### src/rtl/multicycle_ctrl.sv
// Multicycle controller: six-state FSM driving the datapath of a
// single-bus MIPS-style core, with a retired-instruction counter.
module multicycle_ctrl #(
  parameter logic [5:0] OP_HALT = 6'b111111
) (
  input  logic        CLK,
  input  logic        Reset,
  input  logic [5:0]  Op_code,
  input  logic        zero,
  output logic [2:0]  state,
  output logic        PCWre,
  output logic        IRWre,
  output logic        RegWre,
  output logic        RegDst,
  output logic        ExtSel,
  output logic        ALUSrcA,
  output logic        ALUSrcB,
  output logic        DBDataSrc,
  output logic        nRD,
  output logic        nWR,
  output logic [1:0]  PCSrc,
  output logic [2:0]  ALUOp,
  output logic [31:0] retired
);

  typedef enum logic [2:0] {
    S_IF   = 3'b000,
    S_ID   = 3'b001,
    S_EXE  = 3'b010,
    S_MEM  = 3'b011,
    S_WB   = 3'b100,
    S_HALT = 3'b101
  } state_t;

  state_t      state_q;
  state_t      state_d;
  logic [5:0]  op_q;
  logic [31:0] cnt_q;

  logic is_add, is_sub, is_addi, is_and;
  logic is_or, is_ori, is_sll, is_slt;
  logic is_sw, is_lw, is_beq, is_bne;
  logic is_j, is_halt, is_legal;
  logic is_r, is_br, is_mem;

  assign is_add  = op_q == 6'b000000;
  assign is_sub  = op_q == 6'b000001;
  assign is_addi = op_q == 6'b000010;
  assign is_and  = op_q == 6'b010000;
  assign is_or   = op_q == 6'b010001;
  assign is_ori  = op_q == 6'b010010;
  assign is_sll  = op_q == 6'b011000;
  assign is_slt  = op_q == 6'b100110;
  assign is_sw   = op_q == 6'b110000;
  assign is_lw   = op_q == 6'b110001;
  assign is_beq  = op_q == 6'b110100;
  assign is_bne  = op_q == 6'b110101;
  assign is_j    = op_q == 6'b111000;
  assign is_halt = op_q == OP_HALT;

  assign is_r   = is_add | is_sub | is_and
                | is_or | is_sll | is_slt;
  assign is_br  = is_beq | is_bne;
  assign is_mem = is_lw | is_sw;

  assign is_legal = is_r | is_addi | is_ori
                  | is_mem | is_br | is_j
                  | is_halt;

  assign state   = state_q;
  assign retired = cnt_q;

  always_ff @(posedge CLK or negedge Reset) begin
    if (!Reset) begin
      state_q <= S_IF;
      op_q    <= 6'b000000;
      cnt_q   <= 32'd0;
    end else begin
      state_q <= state_d;
      if (state_q == S_IF) op_q <= Op_code;
      if (PCWre) cnt_q <= cnt_q + 32'd1;
    end
  end

  always_comb begin
    state_d   = state_q;
    PCWre     = 1'b0;
    IRWre     = 1'b0;
    RegWre    = 1'b0;
    PCSrc     = 2'b00;
    nRD       = 1'b1;
    nWR       = 1'b1;
    RegDst    = is_r && (state_q == S_WB);
    ExtSel    = !is_ori;
    ALUSrcA   = is_sll;
    ALUSrcB   = is_addi | is_ori | is_mem;
    DBDataSrc = is_lw;

    ALUOp = 3'b000;
    unique case (1'b1)
      is_sub, is_beq, is_bne: ALUOp = 3'b001;
      is_and:                 ALUOp = 3'b010;
      is_or, is_ori:          ALUOp = 3'b011;
      is_sll:                 ALUOp = 3'b100;
      is_slt:                 ALUOp = 3'b101;
      default:                ALUOp = 3'b000;
    endcase

    case (state_q)
      S_IF: begin
        IRWre   = 1'b1;
        state_d = S_ID;
      end
      S_ID: begin
        // j and unknown opcodes retire straight from decode
        if (is_j || !is_legal) begin
          PCWre   = 1'b1;
          PCSrc   = is_j ? 2'b10 : 2'b00;
          state_d = S_IF;
        end else if (is_halt) begin
          state_d = S_HALT;
        end else begin
          state_d = S_EXE;
        end
      end
      S_EXE: begin
        if (is_br) begin
          PCWre   = 1'b1;
          PCSrc   = ((is_beq && zero) || (is_bne && !zero))
                  ? 2'b01 : 2'b00;
          state_d = S_IF;
        end else if (is_mem) begin
          state_d = S_MEM;
        end else begin
          state_d = S_WB;
        end
      end
      S_MEM: begin
        nRD = !is_lw;
        nWR = !is_sw;
        if (is_sw) begin
          PCWre   = 1'b1;
          state_d = S_IF;
        end else begin
          state_d = S_WB;
        end
      end
      S_WB: begin
        PCWre   = 1'b1;
        RegWre  = 1'b1;
        state_d = S_IF;
      end
      S_HALT: state_d = S_HALT;
      default: state_d = S_IF;
    endcase
  end

endmodule

### config.mk
export PLATFORM = sky130hd
export DESIGN_NAME = multicycle_ctrl
export DESIGN_NICKNAME = d
export VERILOG_FILES = /design/src/rtl/multicycle_ctrl.sv
export SDC_FILE = /design/constraint.sdc
export NUM_CORES = 1
export LEC_CHECK = 0
export CORE_MARGIN = 2
export CORE_UTILIZATION = 52
export DETAILED_ROUTE_END_ITERATION = 12
export PLACE_DENSITY = 0.85
export SYNTH_ARGS = -nofsm -noshare
export SYNTH_HDL_FRONTEND = slang
export SYNTH_SLANG_ARGS = --single-unit
### constraint.sdc
create_clock -name CLK -period 6.47 [get_ports CLK]
set_clock_uncertainty 0.1 [all_clocks]
set_input_delay 1.294 -clock CLK [delete_from_list [all_inputs] [get_ports CLK]]
set_output_delay 1.294 -clock CLK [all_outputs]
set_load 0.01 [all_outputs]
# [Yosys cells after proc, flatten, opt, wreduce, memory -nomap -nowiden]
# Index checks and enable logic that the tools add are counted.
[classes] n_mux=20 n_reduce_logical=14 bitwise=15 addsub=1 n_eq_ne=18
[ops] cell="6-bit == test (second input constant)" n=7
[ops] cell="32-bit by 1-bit adder with 32-bit output (second input constant)" n=1
[ops] cell="3-bit case mux with 5 select lines" n=2
[ops] cell="6-bit by 5-bit == test with 1-bit output (second input constant)" n=4
[ops] cell="3-bit 2-to-1 mux" n=5
[ops] cell="1-bit bitwise OR" n=15
[ops] cell="1-bit 2-to-1 mux" n=9
[ops] cell="3-bit by 2-bit == test with 1-bit output (second input constant)" n=2
[ops] cell="3-bit == test (second input constant)" n=2
[ops] cell="6-bit by 1-bit == test with 1-bit output (second input constant)" n=1
[ops] cell="6-bit by 2-bit == test with 1-bit output (second input constant)" n=1
[ops] cell="6-bit zero test" n=1
[ops] cell="1-bit zero test" n=5
[ops] cell="2-bit 2-to-1 mux" n=2
[ops] cell="1-bit case mux with 4 select lines" n=1
[ops] cell="2-bit case mux with 2 select lines" n=1
[ops] cell="3-bit by 1-bit == test with 1-bit output (second input constant)" n=1
[ops] cell="1-bit logical AND" n=3
[ops] cell="3-bit zero test" n=1
[ops] cell="3-bit OR reduction" n=1
[ops] cell="1-bit logical OR" n=2
[ops] cell="2-bit OR reduction" n=1
[totals] regBits=41 word_cells=71 inputBits=9 output_inout_bits=50

# [Depth between registers and ports, before layout]
[depth] ltp_word=16 depth_mapped=10 depth_no_buf=7

# [Worst setup path before layout]
# Ideal clock, no wire load.
[synth_path] kind="input-to-output" start="input port zero" end="output port PCSrc[0]" path_buffers=0 required_time_ns=5.076 arrival_ns=1.815 path_slack_ns=3.261 cell_stages=2 path_cell_list="xnor2_1 -> nor4_1"
[synth_between] elab_chain_cells=6 word_cells_on_any_way=7 classes_between="mux: 3; reduce/logical: 4"
[synth_rtl] element="start, declared" line_no="9" text="input logic zero,"
[synth_rtl] element="1-bit zero test" line_no="129" text="PCSrc = ((is_beq && zero) || (is_bne && !zero))"
[synth_rtl] element="1-bit logical AND" line_no="129"
[synth_rtl] element="1-bit logical OR *" line_no="129"
[synth_rtl] element="1-bit 2-to-1 mux *" line_no="130" text="? 2'b01 : 2'b00;"
[synth_rtl] element="1-bit 2-to-1 mux *" line_no="127" text="if (is_br) begin"
[synth_rtl] element="2-bit case mux with 2 select lines *" line_no="109" text="case (state_q)"
[synth_rtl] element="end, declared" line_no="21" text="output logic [1:0] PCSrc,"
# Every way passes the cells marked *; elsewhere a longest branch is shown, timed or not.

# [Worst setup path in the final report]
[layout_path] start="register op_q[0]" end="output port PCWre"
[layout_between] elab_chain_cells=16 word_cells_on_any_way=33 classes_between="eq/ne: 13; mux: 4; bitwise: 13; reduce/logical: 3"
[layout_rtl] element="start, declared" line_no="37" text="logic [5:0] op_q;"
[layout_rtl] element="start signal, assigned" line_no="80" text="if (state_q == S_IF) op_q <= Op_code;"
[layout_rtl] element="6-bit by 1-bit == test with 1-bit output / 6-bit zero test (equally long branches)" line_no="47, 46"
[layout_rtl] element="1-bit bitwise OR (2 in series)" line_no="61" text="assign is_r = is_add | is_sub | is_and"
[layout_rtl] element="1-bit bitwise OR (3 in series)" line_no="62" text="| is_or | is_sll | is_slt;"
[layout_rtl] element="1-bit bitwise OR (2 in series)" line_no="66" text="assign is_legal = is_r | is_addi | is_ori"
[layout_rtl] element="1-bit bitwise OR (3 in series)" line_no="67" text="| is_mem | is_br | is_j"
[layout_rtl] element="1-bit bitwise OR" line_no="68" text="| is_halt;"
[layout_rtl] element="1-bit zero test" line_no="116" text="if (is_j || !is_legal) begin"
[layout_rtl] element="1-bit logical OR" line_no="116"
[layout_rtl] element="1-bit 2-to-1 mux" line_no="116"
[layout_rtl] element="1-bit case mux with 4 select lines *" line_no="109"
[layout_rtl] element="end, declared" line_no="11" text="output logic PCWre,"
# Marks and branches as above.

==> summary.md <==
| Metric | Value |
|---|---|
| Area grow syn2layout | `29.6%` |
| Status | `finished, final reports clean` |
| Mapped cell area | `2230 um^2` |
| H-tree levels | `2` |
| Diodes inserted | `0` |
| Worst EP required | `5080 ps` |
| Largest family of logic cells by synthesized area | `simple AND/OR/NAND/NOR gates` |
| Die area | `4820 um^2` |
| Hold depth | `1` |
| Crit share post-route | `68.6%` |
| Global route total overflow | `0` |
| TritonCTS clock tree | `built` |
| Worst-skew pair later-pin latency | `290 ps` |
| Top fanout value on the critical path | `18` |
| Std-Cell Rows | `23` |
| Highest routed layer | `met4` |
| Primary FF master, synth | `dfrtp_1` |
| Main area contributors after synthesis | `dfrtp_1, xnor2_1, xor2_1, nand2_1, nand4_1` |
| Most common cell after layout, fill and taps aside | `clkdlybuf4s50_1` |
| CP peak stage delay | `690 ps` |
| Post_cts resized | `0` |
| #FFs+latches synth | `41` |
| Final nets | `290` |
| Cts hold-fix bufs | `0` |
| DP HPWL | `3470 um` |
| Die Span X | `69.4 um` |
| Die Span Y | `69.4 um` |
| First-pass GRT wire length | `8710 um` |
| Vias | `1993` |
| Reg2reg start | `op_q[0]` |
| Routed wire length | `5110 um` |
| Met2 wire len | `2410 um` |
| Share of the synthesized area in the top cell type | `46.1%` |
| Mux cell area share after synthesis | `3.03%` |
| RSZ-0062 raised after global routing | `no` |
| CP delay by family, top | `compound AO/OA/AOI/OAI gates` |
| Antenna viol nets, final | `0` |
| DRC viols | `0` |
| Post-Syn Nets | `239` |
| Clock Path Buffers | `2` |
| Worst Path Buf+Inv | `2` |
| WS Path Type | `flop to primary output` |
| Clk root buf | `clkbuf_8` |
| Worst hold-check path type | `flop to flop` |
| Syn_area_per_cell | `9.73 um^2` |
| CTS Buf Count | `5` |
| Least-Margin Pin Slew | `882 ps` |
| Pre-Repair DR Iteration Count | `4` |
| Startpoint Class | `flop` |
| Post-DP Area | `2790 um^2` |
| Vias/cell | `6.02` |
| Slew Limit Fails | `0` |
| Min Clock Period, post-route | `4440 ps` |
| Post-synthesis adder-cell area fraction | `0.562%` |
| CP max stage cell | `dfrtp_1` |
| LEAKAGE | `1.23 nW` |
| Clock Pin Slew Worst Setup and Hold Paths | `80 ps` |
| Initial Util | `54.9%` |
| Post-CTS Setup Bufs | `0` |
| Ys Warns | `0` |
| Max VDD drop | `0.000274 V` |
| Initial antenna violation count | `0` |
| Final core area utilization | `71.1%` |
| Pwr per Cell Area | `350 nW/um^2` |
| Sequential-to-total area share from yosys stat | `46.1%` |
| Met3 routed WL | `302 um` |
| Fin area | `2890 um^2` |
| Gpl congestion | `0.748` |
| FILL cells | `287` |
| # IOs | `59` |
| Max Cap Viol | `0` |
| Vias in the first global route | `1824` |
| Input/output buffers | `58` |
| Synth Area in Compound Gates | `5.90%` |
| Post-Synth Simple-Gate Area | `27.5%` |
| Final count of hold timing violations | `0` |
| CP Depth | `6` |
| Worst r2r path cells | `7` |
| Drt first-iter violations | `273` |
| Maximum clock frequency | `225 MHz` |
| Xor and xnor area share after synthesis | `12.6%` |
| Fraction of registers with async set/reset | `100%` |
| Hold Crit Start | `retired[31]` |
| CP endpoint kind | `primary output` |
| Largest net degree at the start of global routing | `42` |
| CP Data Arrival Time | `3050 ps` |
| Setup_tns | `0 ps` |
| WHS Endpoint | `retired[31]` |
| Yosys top cell by area | `dfrtp_1` |
| Final Setup Violations | `0` |
| Core outline area | `4060 um^2` |
| WL per Instance | `15.4 um` |
| Share of cells above drive strength 1 | `7.12%` |
| R2R Setup Slk | `3690 ps` |
| CP Cell Sequence | `and3_1, o2111ai_1, o311ai_1, o31a_1, inv_2, clkdlybuf4s50_1` |
| Met1 wire length | `2330 um` |
| Netlist cell types | `43` |
| FF-to-FF End | `retired[11]` |
| Worst slew margin relative to its limit | `40.8%` |
| Total GRT Usage | `22.0%` |
| Post-synth EDFFs | `0` |
| Most frequent cells in the layout | `clkdlybuf4s50_1, dfrtp_1, nand2_1` |
| Post-Syn Instances | `229` |
| Clk sinks | `41` |
state kept, by name (all words and copies together) (netlist names):
| signal | flops |
|---|---|
| state | 3 |
| op_q | 6 |
| retired | 32 |
cell usage after synthesis, types with 2 or more instances:
master / number
dfrtp_1: 41
nand2_1: 22
xnor2_1: 17
xor2_1: 15
nor2_1: 13
nand3_1: 12
nand4_1: 12
nor3_1: 10
nor4_1: 10
and3_1: 9
a21oi_1: 6
buf_2: 6
clkbuf_1: 6
mux2_2: 6
inv_1: 5
and4_1: 4
a211oi_1: 2
and2_1: 2
buf_6: 2
nand2b_1: 2
nand4b_1: 2
nor2b_1: 2
nor3b_1: 2
or3_1: 2
how the worst max path moves through the flow:
stage / slack [ps] / from / to
6_report: 2030 / op_q[0] / PCWre
4_1_cts: 2060 / op_q[0] / PCWre
5_1_grt: 1840 / op_q[1] / PCWre
3_5_place_dp: 2410 / op_q[0] / PCWre
2_1_floorplan: 3260 / zero / PCSrc[0]
3_3_place_gp: 2450 / zero / PCSrc[0]
stage by stage:
stage / instances / total power, mW / setup slack, ps / hold slack (ps)
2_1_floorplan: 229 / 0.704 / 3260 / 404
3_3_place_gp: 323 / 0.814 / 2450 / 368
3_5_place_dp: 323 / 0.827 / 2410 / 357
4_1_cts: 331 / 1.01 / 2060 / 379
5_1_grt: 331 / 1.08 / 1840 / 423
6_report: 331 / 1.01 / 2030 / 375
layout make-up:
cell class | count | area, um^2 | area share, %
clock buffers | 6 | 82.6 | 2.86
multi-input cells | 168 | 1100 | 38.2
well taps | 50 | 62.6 | 2.17
clock inverters | 2 | 13.8 | 0.477
inverters | 6 | 22.5 | 0.780
flip-flops and latches | 41 | 1030 | 35.5
repair buffers | 58 | 576 | 19.9
routing by layer:
| metal | vias up | GRT usage (%) |
|---|---|---|
| li1 | 923 | - |
| met2 | 82 | 35.6 |
| met3 | 8 | 4.22 |
| met4 | 0 | 6.97 |
| met5 | - | 0 |
| met1 | 980 | 30.1 |
kinds of logic after synthesis:
kind of cell    count (synthesis)
compound gates                 19
xor+xnor                       32
fa+ha+maj                       1
buf+inv                        20
flops                          41
mux                             6
simple gates                  110
where the power goes:
part	total [mW]	internal, mW	switching [mW]	leakage, nW
combinational	0.414	0.194	0.220	0.630
sequential	0.419	0.300	0.119	0.546
clock	0.176	0.0865	0.0896	0.0512
Power figures use the tool's default switching activity.
